### config.mk
export PLATFORM = sky130hd
export DESIGN_NAME = adder_serial
export DESIGN_NICKNAME = d
export VERILOG_FILES = /design/src/rtl/adder_pkg.sv /design/src/rtl/adder_digit.sv /design/src/rtl/adder_serial.sv
export SDC_FILE = /design/constraint.sdc
export NUM_CORES = 1
export LEC_CHECK = 0
export CORE_UTILIZATION = 50
export CTS_BUF_LIST = sky130_fd_sc_hd__clkbuf_16
export DETAILED_ROUTE_END_ITERATION = 10
export GPL_TIMING_DRIVEN = 0
export PLACE_DENSITY = 0.85
export SLEW_MARGIN = 20
export SYNTH_ARGS = -nofsm -noshare
export SYNTH_HDL_FRONTEND = slang
export SYNTH_HIERARCHICAL = 1
export SYNTH_SLANG_ARGS = --single-unit
export TNS_END_PERCENT = 5
### constraint.sdc
create_clock -name clk -period 2.1 [get_ports clk]
set_input_delay 0.315 -clock clk [delete_from_list [all_inputs] [get_ports clk]]
set_output_delay 0.315 -clock clk [all_outputs]
set_load 0.02 [all_outputs]
### src/rtl/adder_pkg.sv
// rtl/adder_pkg.sv - shared state type and counter-width helper for the serial adder
package adder_pkg;

    typedef enum logic [1:0] {
        IDLE = 2'd0,
        RUN  = 2'd1,
        DONE = 2'd2
    } state_t;

    // Digit counter width: $clog2(n), never narrower than one bit.
    function automatic int cnt_width(input int n);
        return (n > 1) ? $clog2(n) : 1;
    endfunction

endpackage

### src/rtl/adder_digit.sv
// rtl/adder_digit.sv - combinational W-bit ripple slice reused once per digit cycle
module adder_digit #(
    parameter int W = 4
) (
    input  logic [W-1:0] a,
    input  logic [W-1:0] b,
    input  logic         cin,
    output logic [W-1:0] sum,
    output logic         cout
);

    assign {cout, sum} = {1'b0, a} + {1'b0, b} + {{W{1'b0}}, cin};

endmodule

### src/rtl/adder_serial.sv
// rtl/adder_serial.sv - digit-serial add/sub, LSB digit first; flags under ADDER_SERIAL_FLAGS_EN
module adder_serial
    import adder_pkg::*;
#(
    parameter int WIDTH = 16,
    parameter int DIGIT = 4
) (
    input  logic             clk,
    input  logic             rst,
    input  logic             in_valid,
    output logic             in_ready,
    input  logic [WIDTH-1:0] a,
    input  logic [WIDTH-1:0] b,
    input  logic             cin,
    input  logic             sub,
    output logic             out_valid,
    input  logic             out_ready,
    output logic [WIDTH-1:0] sum,
    output logic             cout,
    output logic             ovf,
    output logic             zero
);

    localparam int N  = WIDTH / DIGIT;
    localparam int CW = cnt_width(N);
    localparam logic [CW-1:0] LAST = CW'(N - 1);

    if ((DIGIT < 1) || (WIDTH % DIGIT != 0)) begin : g_bad_params
        $error("adder_serial: WIDTH must be a positive multiple of DIGIT");
    end

    state_t            state_q, state_d;
    logic [CW-1:0]     cnt_q, cnt_d;
    logic [WIDTH-1:0]  a_sh_q, a_sh_d;
    logic [WIDTH-1:0]  b_sh_q, b_sh_d;
    logic              carry_q, carry_d;
    logic [WIDTH-1:0]  sum_q, sum_d;
    logic              cout_q, cout_d;

    logic [DIGIT-1:0]       dg_sum;
    logic                   dg_cout;
    logic [WIDTH+DIGIT-1:0] sum_cat;
    logic [WIDTH-1:0]       sum_shifted;
    logic                   last_digit;

    adder_digit #(.W(DIGIT)) u_digit (
        .a    (a_sh_q[DIGIT-1:0]),
        .b    (b_sh_q[DIGIT-1:0]),
        .cin  (carry_q),
        .sum  (dg_sum),
        .cout (dg_cout)
    );

    // New digit enters at the MSB end; after N digits the LSB digit has reached bit 0.
    assign sum_cat     = {dg_sum, sum_q};
    assign sum_shifted = sum_cat[WIDTH+DIGIT-1:DIGIT];
    assign last_digit  = (state_q == RUN) && (cnt_q == LAST);

    always_comb begin
        state_d = state_q;
        cnt_d   = cnt_q;
        a_sh_d  = a_sh_q;
        b_sh_d  = b_sh_q;
        carry_d = carry_q;
        sum_d   = sum_q;
        cout_d  = cout_q;
        case (state_q)
            IDLE: begin
                if (in_valid) begin
                    a_sh_d  = a;
                    b_sh_d  = sub ? ~b : b;
                    carry_d = sub ? ~cin : cin;
                    cnt_d   = '0;
                    state_d = RUN;
                end
            end
            RUN: begin
                a_sh_d  = a_sh_q >> DIGIT;
                b_sh_d  = b_sh_q >> DIGIT;
                carry_d = dg_cout;
                sum_d   = sum_shifted;
                cnt_d   = cnt_q + CW'(1);
                if (last_digit) begin
                    cnt_d   = '0;
                    cout_d  = dg_cout;
                    state_d = DONE;
                end
            end
            DONE: begin
                if (out_ready) begin
                    state_d = IDLE;
                end
            end
            default: state_d = IDLE;
        endcase
    end

    always_ff @(posedge clk or posedge rst) begin
        if (rst) begin
            state_q <= IDLE;
            cnt_q   <= '0;
            a_sh_q  <= '0;
            b_sh_q  <= '0;
            carry_q <= 1'b0;
            sum_q   <= '0;
            cout_q  <= 1'b0;
        end else begin
            state_q <= state_d;
            cnt_q   <= cnt_d;
            a_sh_q  <= a_sh_d;
            b_sh_q  <= b_sh_d;
            carry_q <= carry_d;
            sum_q   <= sum_d;
            cout_q  <= cout_d;
        end
    end

`ifdef ADDER_SERIAL_FLAGS_EN
    logic ovf_q, ovf_d;
    logic zero_q, zero_d;

    // On the last digit the low slice bits of the shifters hold the operand MSBs.
    always_comb begin
        ovf_d  = ovf_q;
        zero_d = zero_q;
        if (last_digit) begin
            ovf_d  = (a_sh_q[DIGIT-1] == b_sh_q[DIGIT-1]) && (dg_sum[DIGIT-1] != a_sh_q[DIGIT-1]);
            zero_d = (sum_shifted == '0);
        end
    end

    always_ff @(posedge clk or posedge rst) begin
        if (rst) begin
            ovf_q  <= 1'b0;
            zero_q <= 1'b0;
        end else begin
            ovf_q  <= ovf_d;
            zero_q <= zero_d;
        end
    end

    assign ovf  = ovf_q;
    assign zero = zero_q;
`else
    assign ovf  = 1'b0;
    assign zero = 1'b0;
`endif

    assign in_ready  = (state_q == IDLE);
    assign out_valid = (state_q == DONE);
    assign sum       = sum_q;
    assign cout      = cout_q;

endmodule

# --- Yosys cells after proc, flatten, opt, wreduce, memory -nomap -nowiden ---
# Index checks and enable logic that the tools add are counted.
word_totals:
  out_inout_bits: 21
  ff_bits: 54
  word_cells: 39
classes:
  add_sub_neg: 3
  eq_ne: 6
  n_mux: 15
  reduce_logical: 6
  n_bitwise: 2
ops:
  columns: ["operator", "count"]
  rows:
  - ["16-bit case mux with 2 select lines", 2]
  - ["16-bit 2-to-1 mux", 3]
  - ["16-bit NOT", 1]
  - ["2-bit 2-to-1 mux", 5]
  - ["2-bit case mux with 3 select lines", 1]
  - ["4-bit by 4-bit adder with 5-bit output", 1]
  - ["5-bit by 1-bit adder with 5-bit output", 1]
  - ["2-bit equality test, second input constant", 2]
  - ["2-bit != test, second input constant", 2]
  - ["2-bit case mux with 2 select lines", 1]
  - ["2-bit AND reduction", 2]
  - ["3-bit AND reduction", 1]
  - ["2-bit by 1-bit adder with 2-bit output, second input constant", 1]
  - ["2-bit by 1-bit equality test with 1-bit output, second input constant", 1]
  - ["2-bit logical NOT", 1]
  - ["1-bit 2-to-1 mux", 2]
  - ["2-bit by 1-bit != test with 1-bit output, second input constant", 1]
  - ["1-bit case mux with 2 select lines", 1]
  - ["2-bit nonzero test", 1]
  - ["1-bit logical AND", 1]
  - ["1-bit NOT", 1]

# --- Depth between registers and ports, before layout ---
depth:
  ltp_word: 4
  depth_mapped: 7
  mapped_depth_nobuf: 7

# --- Hierarchy ---
# The synthesis kept the hierarchy.
modules_own_cells:
  columns: ["module", "instances", "area_per_inst_um2", "cells_per_inst"]
  rows:
  - ["adder_serial", 1, 2473.6, 219]
  - ["adder_digit", 1, 143.9, 16]

# --- Worst setup path before layout ---
# No wires, ideal clock.
synth_path:
  kind: "reg-to-reg"
  start: "register a_sh_q[0]"
  end: "register carry_q"
  path_buffers: 0
  period_less_slack_ns: 1.742
  path_stages_with_launch: 8
  setup_slack_ns: 0.358
  arrival_time_ns: 1.616
  cell_sequence: "dfrtp_1 -> fa_1 -> inv_1 -> fa_1 -> nor2b_1 -> o21ai_0 -> nand2b_1 -> a221o_1"
synth_between:
  elab_chain_len: 3
synth_lines:
  columns: ["item", "line_no", "text"]
  rows:
  - ["from (decl)", "adder_serial.sv:34", "logic [WIDTH-1:0] a_sh_q, a_sh_d;"]
  - ["from (signal assigned)", "adder_serial.sv:110", "a_sh_q <= a_sh_d;"]
  - ["4-bit by 4-bit adder with 5-bit output", "adder_digit.sv:12", "assign {cout, sum} = {1'b0, a} + {1'b0, b} + {{W{1'b0}}, cin};"]
  - ["5-bit by 1-bit adder with 5-bit output", "adder_digit.sv:12", null]
  - ["named net dg_cout", "adder_serial.sv:41", "logic dg_cout;"]
  - ["1-bit case mux with 2 select lines", "adder_serial.sv:67", "case (state_q)"]
  - ["to (signal assigned)", "adder_serial.sv:112", "carry_q <= carry_d;"]
  - ["to (decl)", "adder_serial.sv:36", "logic carry_q, carry_d;"]
# The timed path passes the listed nets, and every way through them passes these cells.
# A chain may end at the register's enable or synchronous reset.

# --- Worst setup path after layout ---
# Ends and elaborated chain as after synthesis.

==> impl_results.md <==
- Status: complete, no violations
- Cell total after placement: 359
- FMAX: 525.8 MHz
- Share of the yosys chip area belonging to registers: 51.63%
- Global-route wire length before repair: 8721 µm
- CTS root buf: clkbuf_16
- Detailed Route WL: 5190 µm
- Lkg Pwr: 1.563 nW
- N_diodes: 0
- CP Launch Type: flop
- Post-Layout Cell Count: 367
- Commonest non-fill, non-tap cells in the layout: 54 x dfrtp_1, 54 x clkdlybuf4s50_1, 19 x nand2_1
- Post-synth EDFFs: 0
- Sink Count: 54
- Resize count post-CTS: 0
- CP endpoint kind: flop
- Die area: 5529 µm²
- Input/output buffers: 55
- Initial drt markers: 115
- Yosys top cell by area: dfrtp_1
- 1st-pass router iterations: 4
- Mapped Area: 2618 µm²
- Io pins: 59
- Hold WS: 0.3734 ns
- DRC violations left: 0
- Routed length per instance: 14.14 µm
- Via count: 1930
- Synth Flop Type: dfrtp_1
- Min-Delay Path Class: in2async
- Filler instances: 373
- GRT overflow: 0
- Syn_area_per_cell: 11.14 µm²
- Async SR Flop Fraction: 100.0%
- Post-layout util: 70.00%
- Design area: 3416 µm²
- DR vias/cell: 5.259
- Final period utilization: 90.57%
- Flop2flop setup slack: 0.20 ns
- CP Class: reg2reg
- CTS tree: built
- Max Slew Vio Count: 0
- Post-DP HPWL: 3808 µm
- Post-CTS setup buffers: 0
- Power Density: 1383 nW/µm²
- Largest fanout on the critical path: 2
- Maxcap violations: 0
- Min Tclk post-route: 1.902 ns
- Starting Density: 53.64%
- Final Power: 4.723 mW
- CTS HTree Levels: 2
- Max Root-Sink Buffers: 2
- Die W: 74.36 µm
- Setup violators final: 0
- WP data arrival: 2.07 ns
- Yosys top cell area share: 51.63%
- Worst-Skew Late Latency: 0.29 ns
- Total CTS buffers: 5
- Ranking of synthesized cells by area: dfrtp_1 52%, mux2_2 6.9%, xnor2_1 5.4%, a221o_1 4.6%, and3b_1 4.0%
- RSZ-0062 raised after global routing: false
- Nets@finish: 343
- Total of warnings raised by yosys: 6
- Height of the die: 74.36 µm
- FP Rows: 25
- Setup_tns: 0 ns
- Largest net degree at the start of global routing: 34
- Pre-CTS setup slack: 0.1906 ns
- GPL Wtd Cong: 0.8009
- Initial antenna violation count: 0
- Total GRT Usage: 21.15%
- Clock transition at path regs: 0.07 ns
- Synth Register Bits: 54
- Mapped Cells: 235
- Core box area: 4880 µm²
- Placed cell area: 3276 µm²
- Final hold violation count: 0
- Setup WS post-layout: 0.1980 ns
- P&R area growth vs syn: 30.50%
- Hold buffer count at CTS: 0
- Vias in the first global route: 1888
- Peak VDD IR: 0.0006528 V
- Post-DRT Antenna Nets: 0
- Setup skew after layout: 0.004307 ns
- Yosys cell types: 32
- Layout cells sized above 1: 13.00%
- Worst Path Required: 2.27 ns
==> state kept, by name, summed over array words and instances, names as in the netlist <==
register and count:
a_sh_q 16, b_sh_q 16, carry_q 1, cnt_q 2, cout 1, state_q 2, sum 16
==> worst max-delay path: stages (launching register included) <==
cell,delay [ns]
dfrtp_1,0.41
fa_1,0.44
inv_1,0.08
fa_1,0.20
nor2b_1,0.06
o21ai_0,0.15
nand2b_1,0.11
a221o_1,0.33
==> cells by family after synthesis <==
group / after synthesis / share of synthesized area (%)
AO/OA/AOI/OAI: 54 / 13.91
flip-flops: 54 / 51.63
multiplexers: 18 / 7.696
AND/OR/NAND/NOR: 58 / 11.95
XOR/XNOR: 19 / 6.358
other: 1 / 0.1433
adder cells (fa/ha/maj): 6 / 3.442
buffers and inverters: 25 / 4.876
==> cell type report <==
class | instances | area, µm² | share of cell area (%)
tap | 67 | 83.83 | 2.454
buffer | 19 | 105.1 | 3.077
timing repair buffer | 56 | 573.1 | 16.78
clock buffer | 5 | 125.1 | 3.663
inverter | 6 | 22.52 | 0.6593
multi-input combinational | 157 | 1142 | 33.44
sequential | 54 | 1351 | 39.56
clock inverter | 3 | 12.51 | 0.3663
==> where the power goes <==
| group | internal [mW] | switching [mW] |
|---|---|---|
| registers | 1.49 | 0.295 |
| clock network | 0.431 | 0.345 |
| logic | 1.11 | 1.04 |
| total | 3.04 | 1.69 |
==> metal layers <==
| metal | vias up | global-route usage, % | wire length, µm |
|---|---|---|---|
| li1 | 936 | - | - |
| met1 | 937 | 27.28 | 2255 |
| met2 | 51 | 35.86 | 2653 |
| met3 | 6 | 5.420 | 234 |
| met4 | 0 | 5.241 | 46 |
| met5 | - | 0 | 0 |
==> cell usage after synthesis (2+ instances only) <==
master,count
buf_4,4
o21ai_0,16
clkbuf_1,5
nand2b_1,2
a221o_1,12
nor2_1,15
ha_1,4
nand2_1,19
fa_1,2
buf_2,9
nor2b_1,6
a21oi_1,15
inv_1,6
and3b_1,12
a22o_1,6
xor2_1,3
mux2_2,16
dfrtp_1,54
xnor2_1,16
==> worst paths after layout <==
kind	cells after the start	to	from
worst max-delay path	7	carry_q	a_sh_q[0]
worst min-delay path	2	sum[15]	rst
worst max register to register	7	carry_q	a_sh_q[0]
worst min register to register	2	a_sh_q[5]	a_sh_q[5]
max in group asynchronous	3	state_q[0]	rst
min in group clk	4	b_sh_q[9]	sub
(Power assumes the default switching activity.)
